## config.mk

```make
export PLATFORM = sky130hd
export DESIGN_NAME = btn_debounce
export DESIGN_NICKNAME = d
export VERILOG_FILES = /design/src/rtl/btn_debounce_pkg.sv /design/src/rtl/btn_debounce_if.sv /design/src/rtl/btn_debounce_ch.sv /design/src/rtl/btn_debounce.sv
export SDC_FILE = /design/constraint.sdc
export NUM_CORES = 1
export LEC_CHECK = 0
export CAP_MARGIN = 15
export CORE_ASPECT_RATIO = 0.6
export CORE_MARGIN = 3
export CORE_UTILIZATION = 40
export DETAILED_ROUTE_END_ITERATION = 10
export PLACE_DENSITY = 0.58
export SLEW_MARGIN = 20
export SYNTH_ARGS = -nofsm -noshare
export SYNTH_HDL_FRONTEND = slang
export SYNTH_SLANG_ARGS = --single-unit
```

## constraint.sdc

```tcl
create_clock -name clk -period 5 [get_ports clk]
set_clock_uncertainty 0.05 [all_clocks]
set_input_delay 1 -clock clk [delete_from_list [all_inputs] [get_ports clk]]
set_output_delay 1 -clock clk [all_outputs]
set_load 0.03 [all_outputs]
```

## src/rtl/btn_debounce_pkg.sv

```systemverilog
// Shared types and default constants for the button debouncer.
package btn_debounce_pkg;

    typedef enum logic [1:0] {
        ST_UP        = 2'd0,
        ST_WAIT_DOWN = 2'd1,
        ST_DOWN      = 2'd2,
        ST_WAIT_UP   = 2'd3
    } btn_state_e;

    localparam int DEF_NUM_BTN         = 2;
    localparam int DEF_DEBOUNCE_CYCLES = 250000;
    localparam int DEF_LONG_CYCLES     = 25000000;

    // A channel counts as pressed once a press is accepted until its release is accepted.
    function automatic logic is_held(input btn_state_e st);
        return (st == ST_DOWN) || (st == ST_WAIT_UP);
    endfunction

endpackage

```

## src/rtl/btn_debounce_if.sv

```systemverilog
// Button bundle: raw active-low inputs plus debounced level and event pulses.
interface btn_debounce_if #(
    parameter int W = 2
);
    logic [W-1:0] btn;
    logic [W-1:0] btn_level;
    logic [W-1:0] btn_press;
    logic [W-1:0] btn_release;
    logic [W-1:0] btn_long;

    modport master (
        output btn,
        input  btn_level, btn_press, btn_release, btn_long
    );

    modport slave (
        input  btn,
        output btn_level, btn_press, btn_release, btn_long
    );
endinterface

```

## src/rtl/btn_debounce_ch.sv

```systemverilog
// One debounce channel: 2-flop synchronizer, four-state FSM, registered pulses.
// Long-press detection is built only when BTN_LONG_PRESS_EN is defined.
module btn_debounce_ch
    import btn_debounce_pkg::*;
#(
    parameter int DEBOUNCE_CYCLES = DEF_DEBOUNCE_CYCLES
`ifdef BTN_LONG_PRESS_EN
    ,
    parameter int LONG_CYCLES     = DEF_LONG_CYCLES
`endif
) (
    input  logic          clk,
    input  logic          rst_n,
    btn_debounce_if.slave ch
);

    localparam int             CNT_W    = $clog2(DEBOUNCE_CYCLES);
    localparam logic [CNT_W-1:0] CNT_LAST = CNT_W'(DEBOUNCE_CYCLES - 1);

    logic [1:0]       sync_q, sync_d;
    logic             s_s;
    btn_state_e       state_q, state_d;
    logic [CNT_W-1:0] cnt_q, cnt_d;
    logic             level_q, level_d;
    logic             press_q, press_d;
    logic             release_q, release_d;

    // Synchronizer input: raw button is active-low, internal sense is active-high.
    always_comb begin
        sync_d = {sync_q[0], ~ch.btn[0]};
    end

    assign s_s = sync_q[1];

    // Next state and debounce counter; counter only runs in the two WAIT states.
    always_comb begin
        state_d = state_q;
        cnt_d   = cnt_q;
        case (state_q)
            ST_UP: begin
                if (s_s) begin
                    state_d = ST_WAIT_DOWN;
                    cnt_d   = '0;
                end else begin
                    state_d = ST_UP;
                end
            end
            ST_WAIT_DOWN: begin
                if (!s_s) begin
                    state_d = ST_UP;
                end else if (cnt_q == CNT_LAST) begin
                    state_d = ST_DOWN;
                end else begin
                    cnt_d = cnt_q + CNT_W'(1);
                end
            end
            ST_DOWN: begin
                if (!s_s) begin
                    state_d = ST_WAIT_UP;
                    cnt_d   = '0;
                end else begin
                    state_d = ST_DOWN;
                end
            end
            ST_WAIT_UP: begin
                if (s_s) begin
                    state_d = ST_DOWN;
                end else if (cnt_q == CNT_LAST) begin
                    state_d = ST_UP;
                end else begin
                    cnt_d = cnt_q + CNT_W'(1);
                end
            end
            default: begin
                state_d = ST_UP;
                cnt_d   = '0;
            end
        endcase
    end

    // Output decode from the transition being taken, so outputs line up with the state change.
    always_comb begin
        level_d   = is_held(state_d);
        press_d   = (state_q == ST_WAIT_DOWN) && (state_d == ST_DOWN);
        release_d = (state_q == ST_WAIT_UP) && (state_d == ST_UP);
    end

    // Channel state, synchronizer and output registers.
    always_ff @(posedge clk or negedge rst_n) begin
        if (!rst_n) begin
            sync_q    <= 2'b00;
            state_q   <= ST_UP;
            cnt_q     <= '0;
            level_q   <= 1'b0;
            press_q   <= 1'b0;
            release_q <= 1'b0;
        end else begin
            sync_q    <= sync_d;
            state_q   <= state_d;
            cnt_q     <= cnt_d;
            level_q   <= level_d;
            press_q   <= press_d;
            release_q <= release_d;
        end
    end

    assign ch.btn_level   = level_q;
    assign ch.btn_press   = press_q;
    assign ch.btn_release = release_q;

`ifdef BTN_LONG_PRESS_EN
    localparam int              HOLD_W    = $clog2(LONG_CYCLES + 1);
    localparam logic [HOLD_W-1:0] HOLD_MAX  = HOLD_W'(LONG_CYCLES);
    localparam logic [HOLD_W-1:0] HOLD_FIRE = HOLD_W'(LONG_CYCLES - 1);

    logic [HOLD_W-1:0] hold_q, hold_d;
    logic              long_q, long_d;

    // Hold counter restarts only on a fresh press, so a bouncy release cannot re-fire btn_long.
    always_comb begin
        hold_d = hold_q;
        long_d = 1'b0;
        if (press_d) begin
            hold_d = '0;
        end else if (is_held(state_q)) begin
            long_d = (hold_q == HOLD_FIRE);
            if (hold_q != HOLD_MAX) begin
                hold_d = hold_q + HOLD_W'(1);
            end else begin
                hold_d = hold_q;
            end
        end else begin
            hold_d = '0;
        end
    end

    // Hold counter and long-press pulse registers.
    always_ff @(posedge clk or negedge rst_n) begin
        if (!rst_n) begin
            hold_q <= '0;
            long_q <= 1'b0;
        end else begin
            hold_q <= hold_d;
            long_q <= long_d;
        end
    end

    assign ch.btn_long = long_q;
`else
    assign ch.btn_long = 1'b0;
`endif

endmodule

```

## src/rtl/btn_debounce.sv

```systemverilog
// Multi-channel button debouncer top; one btn_debounce_ch per button.
// Define BTN_LONG_PRESS_EN to enable the btn_long hold detector.
module btn_debounce
    import btn_debounce_pkg::*;
#(
    parameter int NUM_BTN         = DEF_NUM_BTN,
    parameter int DEBOUNCE_CYCLES = DEF_DEBOUNCE_CYCLES,
    parameter int LONG_CYCLES     = DEF_LONG_CYCLES
) (
    input  logic               clk,
    input  logic               rst_n,
    input  logic [NUM_BTN-1:0] btn,
    output logic [NUM_BTN-1:0] btn_level,
    output logic [NUM_BTN-1:0] btn_press,
    output logic [NUM_BTN-1:0] btn_release,
    output logic [NUM_BTN-1:0] btn_long
);

    if ((DEBOUNCE_CYCLES < 2) || (LONG_CYCLES < 2)) begin : g_bad_params
        $error("btn_debounce: DEBOUNCE_CYCLES and LONG_CYCLES must both be at least 2");
    end

    for (genvar gi = 0; gi < NUM_BTN; gi++) begin : g_ch
        btn_debounce_if #(.W(1)) ch_if ();

        assign ch_if.btn        = btn[gi];
        assign btn_level[gi]    = ch_if.btn_level;
        assign btn_press[gi]    = ch_if.btn_press;
        assign btn_release[gi]  = ch_if.btn_release;
        assign btn_long[gi]     = ch_if.btn_long;

        btn_debounce_ch #(
            .DEBOUNCE_CYCLES (DEBOUNCE_CYCLES)
`ifdef BTN_LONG_PRESS_EN
            ,
            .LONG_CYCLES     (LONG_CYCLES)
`endif
        ) u_ch (
            .clk   (clk),
            .rst_n (rst_n),
            .ch    (ch_if.slave)
        );
    end

endmodule

```

Word level (Yosys, flattened, before mapping):

Index checks and enable logic that the tools add are counted.

* word-level logic and storage cells: 74
* bits of input ports: 4
* register bits: 50
* output and inout port bits: 8

* reductions and logical operators: 12
* $add $sub $neg: 2
* bitwise operators: 2
* equal/unequal tests: 20
* multiplexer cells: 26

Operators with widths (number)
* two-way mux 18 bit: 10
* case mux 18 bit (4 select lines): 2
* adder 18 x 1 -> 18 bit, second input constant: 2
* == test 18 bit, second input constant: 2
* == test 2 bit, second input constant: 8
* two-way mux 2 bit: 8
* case mux 2 bit (4 select lines): 2
* logical NOT 2 bit: 4
* != test 2 x 1 -> 1 bit, second input constant: 4
* != test 2 bit, second input constant: 4
* AND reduction 4 bit: 2
* == test 2 x 1 -> 1 bit, second input constant: 2
* logical AND 1 bit: 4
* two-way mux 1 bit: 4
* logical OR 1 bit: 2
* NOT 1 bit: 2

Logic depth before layout (Yosys ltp):

Gate-level depths: netlist of run 1.

* word-level depth: 6
* gate-level depth with buffers: 6
* gate-level depth less buffers: 5

By module:

A second synthesis of run 1 with hierarchy kept.

* cells, all modules: 296
* area, all modules: 2865.2 um^2

Modules (own cells, without submodules)
* btn_debounce_ch at g_ch[1].u_ch: times used 1, sequential area each 600.6 um^2, area an instance 1412.6 um^2, cells an instance 144
* btn_debounce_ch at g_ch[0].u_ch: times used 1, sequential area each 600.6 um^2, area an instance 1392.6 um^2, cells an instance 144
* btn_debounce: times used 1, sequential area each 0.0 um^2, area an instance 60.1 um^2, cells an instance 8

Worst setup path before layout of run 1:

No wires, ideal clock.

* kind: reg2reg
* from: register g_ch[1].u_ch.cnt_q[8]
* to: register g_ch[1].u_ch.cnt_q[0]
* arrival time: 2.058 ns
* buffers on the path: 0
* clock period less this slack: 2.232 ns
* cell stages (with the launch flop): 5
* required time: 4.825 ns
* library setup time: 0.125 ns
* setup slack: 2.768 ns
* path through: dfrtp_1 -> or4b_1 -> or4_4 -> o31ai_4 -> mux2_2

* word-level cells in the longest chain between the ends: 4
* elaborated cells between the ends (all ways): 5
* those cells by class: 1 x eq/ne; 4 x mux

Ends and longest elaborated chain
* start, declared: line btn_debounce_ch.sv:23 `logic [CNT_W-1:0] cnt_q, cnt_d;`
* start signal, assigned: line btn_debounce_ch.sv:100 `cnt_q <= cnt_d;`
* == test 18 bit *: line btn_debounce_ch.sv:51, btn_debounce_ch.sv:68
* two-way mux 18 bit *
* two-way mux 18 bit, on equally long branches
* case mux 18 bit (4 select lines) *

Every way passes the cells marked *; elsewhere a longest branch is shown, timed or not. The select of a mux whose other input is x is not followed.
A chain may end at the register's enable or synchronous reset.

Final worst setup path of run 1:

* from: register g_ch[1].u_ch.state_q[0]
* to: register g_ch[1].u_ch.cnt_q[0]

* word-level cells in the longest chain between the ends: 3
* elaborated cells between the ends (all ways): 10
* those cells by class: 7 x eq/ne; 1 x mux; 2 x reduce/logical

Ends and longest elaborated chain
* start, declared: line btn_debounce_ch.sv:22 `btn_state_e state_q, state_d;`
* start signal, assigned: line btn_debounce_ch.sv:99 `state_q <= state_d;`
* == test 2 x 1 -> 1 bit (tied with other cells): line btn_debounce_ch.sv:39 `case (state_q)`
* != test 2 x 1 -> 1 bit (no source line) / != test 2 bit (equally long branches)
* AND reduction 4 bit (no source line)

Several ways; a longest one is shown, not always the timed one.

==> flow_metrics.env, run 1 <==
export IMPL_finalSetupViolations=0
export IMPL_fp_dieW_um=112
export IMPL_synth_seq_cells=50
export IMPL_post_cts_buffers=0
export IMPL_firstDrtPassIters=4
export IMPL_synth_area_top_cells="dfrtp_1 (46%), nand2_1 (4.2%), mux2i_1 (4.1%)"
export IMPL_place_congestion=0.863
export IMPL_route_vias_total=2080
export IMPL_syn_to_final_growth_pct=10.7
export IMPL_required_ns=5.13
export IMPL_cts_htree_levels=2
export IMPL_grt_max_degree=51
export IMPL_postLayoutCoreUtil_pct=47.4
export IMPL_p_sw_uw=223
export IMPL_intPower_uw=754
export IMPL_critPathMaxFanout=15
export IMPL_insertedDiodeCount=0
export IMPL_status="finished clean"
export IMPL_grt_setup_unrepaired="false"
export IMPL_p_clk_share_pct=45.9
export IMPL_die_height_um=69.7
export IMPL_wl_met1_mm=3.31
export IMPL_vdd_drop_max_v=0.000173
export IMPL_fillCellCount=583
export IMPL_synthFlopType="dfrtp_1"
export IMPL_clk_path_buf_depth=2
export IMPL_synth_area_um2=2710
export IMPL_clock_sinks=50
export IMPL_rows=22
export IMPL_sw_frac_of_total_pct=22.9
export IMPL_antenna_found_initial=0
export IMPL_wl_met3_um=365
export IMPL_rr_startpoint="g_ch[1].u_ch.state_q[0]"
export IMPL_hp_start="g_ch[0].u_ch.sync_q[0]"
export IMPL_nets=287
export IMPL_track_usage_pct=15.7
export IMPL_avgSynthCellArea_um2=9.57
export IMPL_dr_max_layer_used="met4"
export IMPL_post_cts_resized=0
export IMPL_fin_crit_sh_pct=56.3
export IMPL_hold_violations=0
export IMPL_max_slew_worst_pin_slew_ns=0.937
export IMPL_routedWlPerCell_um=15.5
export IMPL_overflow=0
export IMPL_core_area_um2=6330
export IMPL_yosys_area_top_type="dfrtp_1"
export IMPL_yosys_warnings=0
export IMPL_initial_core_util_pct=42.8
export IMPL_dr_wl_met2_mm=1.93
export IMPL_synth_edf_count=0
export IMPL_crit_path_start_kind="register"
export IMPL_remaining_drc_errors=0
export IMPL_cts_tree="built"
export IMPL_grt_pass1_vias=1868
export IMPL_path_class="register to register"
export IMPL_ant_nets=0
export IMPL_synth_distinct_cells=52
export IMPL_power_leakage_nw=1.26
export IMPL_wl_mm=5.68
export IMPL_dieArea_um2=7820
export IMPL_routed_via_density=5.68
export IMPL_hold_path_class="register to register"
export IMPL_hpwl_mm=3.95
export IMPL_synthArstFlopShare_pct=100
export IMPL_drv_slew=0
export IMPL_ys_seq_area_share_pct=46.2
export IMPL_final_layout_size_suffix_gt1_share_pct=8.16
export IMPL_yosysMostFrequentCell="dfrtp_1"
export IMPL_yosysTopAreaCellShare_pct=46.2
export IMPL_ios=12
export IMPL_relSlewSlack_pct=37.1
export IMPL_fin_crit_ns=2.82
export IMPL_fin_setup_tns_ns=0
export IMPL_seqPwrFrac_pct=46.9
export IMPL_syn_inst=283
export IMPL_max_freq_mhz=355
export IMPL_synth_common_cells="dfrtp_1 (50), nand2_1 (30), nor2_1 (17), o21ai_0 (15), nand3_1 (14)"
export IMPL_grt_pass1_wl_mm=9.94
export IMPL_cts_root_buf="clkbuf_16"
export IMPL_drt_iter0_drc=152
export IMPL_crit_start="g_ch[1].u_ch.state_q[0]"
export IMPL_hold_buffers=0
export IMPL_cap_violations=0
export IMPL_io_buffers=9
export IMPL_numCtsBuffers=5
export IMPL_clk_latency_ns=0.29
export IMPL_power_density_nw_per_um2=326
export IMPL_critPathCaptureType="register"
export IMPL_power_frac_comb_pct=7.2
export IMPL_cts_clk_slew_worst_paths_ns=0.07
export IMPL_crit_arrival_ns=2.94
-- sequential cells by signal (all words and copies together), names as in the netlist --
| register | count |
|---|---|
| g_ch.u_ch.ch.btn_level | 2 |
| g_ch.u_ch.ch.btn_press | 2 |
| g_ch.u_ch.ch.btn_release | 2 |
| g_ch.u_ch.cnt_q | 36 |
| g_ch.u_ch.state_q | 4 |
| g_ch.u_ch.sync_q | 4 |
-- metal layers --
layer | GRT usage (%) | vias up
met5 | 0 | -
met4 | 4.40 | 0
met3 | 3.57 | 7
met2 | 18.2 | 42
met1 | 27.2 | 991
li1 | - | 1040
-- critical path, stage by stage, from the launching register on --
cell	delay, ns
dfrtp_1	0.62
or4b_1	0.47
or4_4	0.59
o31ai_4	0.56
mux2_2	0.40
-- cell type report --
type,count,area (um2),share of cell area [%]
inverters,13,48.8,1.63
well taps,84,105,3.51
clock inverters,2,60.1,2.00
repair buffers,11,100,3.34
multi-input cells,200,1290,43.2
clock buffers,6,139,4.63
flip-flops and latches,50,1250,41.7
-- per-stage QoR --
step / power [mW] / worst slack (ns) / hold slack (ns) / instance area (um2) / std cells
after floorplan: 0.513 / 2.77 / 0.281 / 2710 / 284
after global placement: 0.536 / 2.21 / 0.283 / 2800 / 358
after detailed placement: 0.536 / 2.19 / 0.297 / 2800 / 358
after CTS: 0.988 / 2.17 / 0.300 / 3000 / 366
after global routing: 1.02 / 2.00 / 0.304 / 3000 / 366
final: 0.977 / 2.18 / 0.298 / 3000 / 366
-- cell usage in the layout, fill, tap and decap left out, drive strengths merged, types with 9 or more instances in the layout --
cell   Yosys  final
nand3     14     14
mux2i     11     11
o21ai     15     15
nand4     12     12
nand2     30     30
a21oi      9      9
inv       12     12
nor2      17     17
dfrtp     50     50
-- power groups by stage --
stage                     Clock (mW)  Combinational (mW)  Sequential (mW)
after floorplan                    0              0.0663            0.446
after global placement             0              0.0711            0.465
after detailed placement           0              0.0711            0.465
after CTS                      0.459              0.0714            0.457
after global routing           0.474              0.0811            0.463
final                          0.448              0.0703            0.458
-- final timing paths --
kind	depth (start not counted)	endpoint	slack, ns
worst max-delay path	4	g_ch[1].u_ch.cnt_q[0]	2.18
worst min-delay path	0	g_ch[0].u_ch.sync_q[1]	0.30
worst max register to register	4	g_ch[1].u_ch.cnt_q[0]	2.18
worst min register to register	0	g_ch[0].u_ch.sync_q[1]	0.30
max in group asynchronous	2	g_ch[0].u_ch.cnt_q[0]	3.71
min in group asynchronous	2	g_ch[1].u_ch.cnt_q[12]	0.76
-- logic make-up after synthesis --
logic type                 synth area share, %
and+or+nand+nor                           24.3
AOI/OAI and AO/OA                         14.1
DFF                                       46.2
buffers and inverters                     6.15
muxes                                     6.56
xor gates and xnor gates                  1.62
adders and majority gates                0.924
other                                    0.138
Note: power is estimated with default switching activity, not from simulation.
==> run 2: changes to the inputs <==
- clock period: 5 -> 2.6 ns (I/O delays scaled with it)
==> run 2 against run 1 <==
Clock-buffer cell count down 1. First-iteration DRC count down 11%. Cell area up 0.88%. Sequential share of layout area down 0.36 points. Routed wire length up 5.2%. Setup slack worse by 2.0 ns. Non-clock buffer count up 8. Cell count up 2.2%. Largest power group unchanged.
==> flow_metrics.env, run 2 (synthesis gave the netlist of run 1 again) <==
export IMPL_status="finished clean"
export IMPL_drt_iter0_drc=136
export IMPL_grt_setup_unrepaired="false"
export IMPL_cts_clk_slew_worst_paths_ns=0.07
export IMPL_place_congestion=0.820
export IMPL_post_cts_resized=0
export IMPL_wl_mm=5.97
export IMPL_antenna_found_initial=0
export IMPL_rows=22
export IMPL_cts_root_buf="clkbuf_16"
export IMPL_max_freq_mhz=418
export IMPL_die_height_um=69.7
export IMPL_path_class="register to register"
export IMPL_whs_ns=0.276
export IMPL_place_ws_ns=0.189
export IMPL_io_buffers=9
export IMPL_regMostFlops="g_ch.u_ch.cnt_q"
export IMPL_finalSetupViolations=0
export IMPL_power_mw=1.77
export IMPL_crit_start="g_ch[1].u_ch.cnt_q[8]"
export IMPL_grt_pass1_vias=1936
export IMPL_post_cts_buffers=0
export IMPL_core_area_um2=6330
export IMPL_drv_slew=0
export IMPL_ant_nets=0
export IMPL_mostFrequentLayoutCell="dfrtp_1"
export IMPL_power_density_nw_per_um2=586
export IMPL_routedWlPerCell_um=16.0
export IMPL_fillCellCount=615
export IMPL_postLayoutCoreUtil_pct=47.8
export IMPL_clk_latency_ns=0.29
export IMPL_hold_violations=0
export IMPL_vdd_drop_max_v=0.000251
export IMPL_grt_max_degree=51
export IMPL_insertedDiodeCount=0
export IMPL_rr_startpoint="g_ch[1].u_ch.cnt_q[8]"
export IMPL_finalInstanceArea_um2=3020
export IMPL_fin_crit_sh_pct=92.0
export IMPL_fin_setup_tns_ns=0
export IMPL_power_leakage_nw=1.29
export IMPL_ios=12
export IMPL_max_slew_worst_pin_slew_ns=0.717
export IMPL_largest_register_ff_count=36
export IMPL_fp_dieW_um=112
export IMPL_numCtsBuffers=5
export IMPL_fin_cells=374
export IMPL_required_ns=2.76
export IMPL_dieArea_um2=7820
export IMPL_dp_cells=366
export IMPL_cts_tree="built"
export IMPL_track_usage_pct=16.2
export IMPL_nets=295
export IMPL_cap_violations=0
export IMPL_route_vias_total=2152
export IMPL_crit_path_start_kind="register"
export IMPL_final_layout_size_suffix_gt1_share_pct=10.7
export IMPL_hold_path_class="primary input to async pin"
export IMPL_final_cell_mix="dfrtp_1 (50), nand2_1 (30), nor2_1 (17)"
export IMPL_fin_crit_ns=2.39
export IMPL_cts_htree_levels=2
export IMPL_overflow=0
export IMPL_critPathMaxFanout=9
export IMPL_remaining_drc_errors=0
export IMPL_place_area_um2=2860
export IMPL_hold_buffers=0
export IMPL_firstDrtPassIters=4
export IMPL_setup_slack_ns=0.209
export IMPL_syn_to_final_growth_pct=11.7
export IMPL_hpwl_mm=4.04
export IMPL_critPathCaptureType="register"
export IMPL_routed_via_density=5.75
export IMPL_crit_arrival_ns=2.55
export IMPL_worst_r2r_path_depth=5
export IMPL_relSlewSlack_pct=52.0
export IMPL_clock_sinks=50
export IMPL_initial_core_util_pct=42.8
export IMPL_clk_path_buf_depth=2
export IMPL_reg_top3="g_ch.u_ch.cnt_q (36), g_ch.u_ch.state_q (4), g_ch.u_ch.sync_q (4)"
export IMPL_grt_pass1_wl_mm=10.3
run 2: changes by cell type in the layout (fill, tap and decap cells not counted):
| cell | before | now |
|---|---|---|
| clkinv_2 | 0 | 2 |
| clkbuf_8 | 1 | 0 |
| buf_4 | 2 | 10 |
| bufinv_16 | 2 | 1 |
run 2: area by class of cell:
cell class | instances | area (um2) | area share [%]
Tap cell | 84 | 105 | 3.48
Timing Repair Buffer | 19 | 160 | 5.30
Inverter | 13 | 48.8 | 1.61
Sequential cell | 50 | 1250 | 41.4
Clock inverter | 3 | 40.0 | 1.32
Clock buffer | 5 | 125 | 4.14
Multi-Input combinational cell | 200 | 1290 | 42.8
run 2: path summary, 6_finish.rpt:
check	end	slack [ns]
min in group clk	g_ch[1].u_ch.sync_q[1]	0.30
max reg2reg	g_ch[1].u_ch.cnt_q[1]	0.21
max in group asynchronous	g_ch[1].u_ch.cnt_q[11]	1.77
min reg2reg	g_ch[1].u_ch.sync_q[1]	0.30
max	g_ch[1].u_ch.cnt_q[1]	0.21
min	g_ch[1].u_ch.cnt_q[2]	0.28
run 2: routing by layer:
metal  global-route usage, %  part of all wire (%)  vias up
li1                        -                     -     1049
met4                    3.60                  0.97        0
met1                    27.8                    59     1027
met2                    19.5                    35       69
met5                       0                     0        -
met3                    3.66                   5.3        7
run 2: power breakdown:
part,switching [mW],internal (mW)
combinational,0.0918,0.0605
sequential,0.0598,0.816
clock,0.292,0.451
total,0.444,1.33
run 2: worst max-delay path, stage by stage, from the launching register on:
cell	delay [ns]
dfrtp_1	0.43
or4b_1	0.53
or4_4	0.58
o31ai_4	0.27
buf_4	0.24
mux2i_1	0.20
==> run 3: changes to the inputs <==
- CORE_UTILIZATION: 40 -> 55
- PLACE_DENSITY: 0.58 -> 0.74
==> run 3 against run 2 <==
Fmax is 0.18% higher. Clock-buffer cell count up 1. Setup slack improved by 0.0044 ns.
==> flow_metrics.env, run 3 (synthesis gave the netlist of run 1 again) <==
export IMPL_max_stage_delay_ns=0.58
export IMPL_drt_iter0_drc=197
export IMPL_grt_setup_unrepaired="false"
export IMPL_p_sw_uw=412
export IMPL_cp_buffers_inverters=1
export IMPL_post_cts_resized=0
export IMPL_critPathCaptureType="register"
export IMPL_insertedDiodeCount=0
export IMPL_status="finished clean"
export IMPL_place_congestion=0.844
export IMPL_fin_crit_sh_pct=91.8
export IMPL_power_frac_comb_pct=10.1
export IMPL_firstDrtPassIters=5
export IMPL_cts_root_buf="clkbuf_8"
export IMPL_max_freq_mhz=419
export IMPL_clk_latency_ns=0.30
export IMPL_die_height_um=60.4
export IMPL_setup_slack_ns=0.214
export IMPL_fillCellCount=413
export IMPL_cp_num_cells=5
export IMPL_hold_violations=0
export IMPL_antenna_found_initial=0
export IMPL_worst_r2r_path_depth=5
export IMPL_max_slew_worst_pin_slew_ns=0.726
export IMPL_core_area_um2=4660
export IMPL_path_delay_family="simple AND/OR/NAND/NOR gates"
export IMPL_finalInstanceArea_um2=2940
export IMPL_power_leakage_nw=1.27
export IMPL_grt_pass1_vias=1866
export IMPL_relSlewSlack_pct=51.3
export IMPL_cts_htree_levels=2
export IMPL_final_cell_mix="dfrtp_1 (50), nand2_1 (30), nor2_1 (17)"
export IMPL_required_ns=2.78
export IMPL_place_area_um2=2850
export IMPL_vdd_drop_max_v=0.000284
export IMPL_critPathMaxFanout=8
export IMPL_route_vias_total=2188
export IMPL_p_clk_share_pct=31.7
export IMPL_crit_path_start_kind="register"
export IMPL_io_buffers=9
export IMPL_final_layout_size_suffix_gt1_share_pct=11.3
export IMPL_hpwl_mm=4.18
export IMPL_hold_path_class="primary input to async pin"
export IMPL_fp_dieW_um=96.6
export IMPL_path_class="register to register"
export IMPL_power_density_nw_per_um2=511
export IMPL_ios=12
export IMPL_place_ws_ns=0.235
export IMPL_regMostFlops="g_ch.u_ch.cnt_q"
export IMPL_power_mw=1.51
export IMPL_cts_tree="built"
export IMPL_mostFrequentLayoutCell="dfrtp_1"
export IMPL_post_cts_buffers=0
export IMPL_numCtsBuffers=5
export IMPL_regArea_um2=1250
export IMPL_hold_buffers=0
export IMPL_routed_via_density=6.16
export IMPL_drv_slew=0
export IMPL_seqPwrFrac_pct=58.2
export IMPL_wl_mm=5.70
export IMPL_sw_frac_of_total_pct=27.4
export IMPL_cap_violations=0
export IMPL_track_usage_pct=22.0
export IMPL_rows=19
export IMPL_largest_register_ff_count=36
export IMPL_overflow=0
export IMPL_ant_nets=0
export IMPL_dieArea_um2=5830
export IMPL_grt_pass1_wl_mm=9.74
export IMPL_reg_top3="g_ch.u_ch.cnt_q (36), g_ch.u_ch.state_q (4), g_ch.u_ch.sync_q (4)"
export IMPL_crit_arrival_ns=2.57
export IMPL_remaining_drc_errors=0
export IMPL_finalSetupViolations=0
export IMPL_cpMaxStageDelayCell="or4_4"
export IMPL_fin_setup_tns_ns=0
export IMPL_grt_max_degree=21
export IMPL_clock_sinks=50
export IMPL_nets=297
export IMPL_fin_crit_ns=2.39
export IMPL_whs_ns=0.0682
export IMPL_syn_to_final_growth_pct=8.69
export IMPL_routedWlPerCell_um=16.1
export IMPL_intPower_mw=1.09
export IMPL_cts_clk_slew_worst_paths_ns=0.09
export IMPL_initial_core_util_pct=58.1
export IMPL_path_cells="or4b_1, or4_4, o31ai_4, buf_4, mux2i_1"
export IMPL_multi_input_area_um2=1290
export IMPL_clk_path_buf_depth=2
-- run 3: changes by cell type in the layout (fill, tap and decap cells not counted) --
| cell | change |
|---|---|
| buf_4 | +2 |
| bufinv_16 | -1 |
| clkbuf_16 | -5 |
| clkbuf_8 | +6 |
| clkinv_2 | -1 |
| clkinvlp_4 | +1 |
-- run 3: routing by layer --
metal / global-route usage [%] / vias up / wire [um]
met5: 0 / - / 0
met4: 4.19 / 0 / 39
met3: 4.71 / 4 / 479
met2: 26.9 / 101 / 2050
met1: 38.2 / 1025 / 3130
li1: - / 1058 / -
-- run 3: worst paths after layout --
path | startpoint | to | slack (ns)
setup / recovery | g_ch[1].u_ch.cnt_q[8] | g_ch[1].u_ch.cnt_q[1] | 0.21
min in group clk | g_ch[1].u_ch.sync_q[0] | g_ch[1].u_ch.sync_q[1] | 0.31
hold / removal | rst_n | g_ch[0].u_ch.sync_q[0] | 0.07
setup reg to reg | g_ch[1].u_ch.cnt_q[8] | g_ch[1].u_ch.cnt_q[1] | 0.21
hold reg to reg | g_ch[1].u_ch.sync_q[0] | g_ch[1].u_ch.sync_q[1] | 0.31
max in group asynchronous | rst_n | g_ch[0].u_ch.state_q[0] | 1.83
-- run 3: cell type report --
class / instances / share of cell area (%)
clock inverter: 2 / 0.425
multi-input combinational: 200 / 44.0
timing repair buffer: 21 / 5.95
tap: 63 / 2.68
inverter: 13 / 1.66
clock buffer: 6 / 2.81
sequential: 50 / 42.5
-- run 3: per-stage QoR --
step | std cells | util [%]
detailed placement | 347 | 61.1
finish | 355 | 63.2
global route | 355 | 63.2
floorplan | 284 | -
CTS | 355 | 63.2
global placement | 347 | 61.1
-- run 3: power groups by stage --
stage	clock network [mW]	registers, mW	logic (mW)
6_report	0.477	0.876	0.152
5_1_grt	0.523	0.884	0.172
4_1_cts	0.490	0.874	0.153
3_5_place_dp	0	0.889	0.152
3_3_place_gp	0	0.885	0.149
2_1_floorplan	0	0.858	0.128
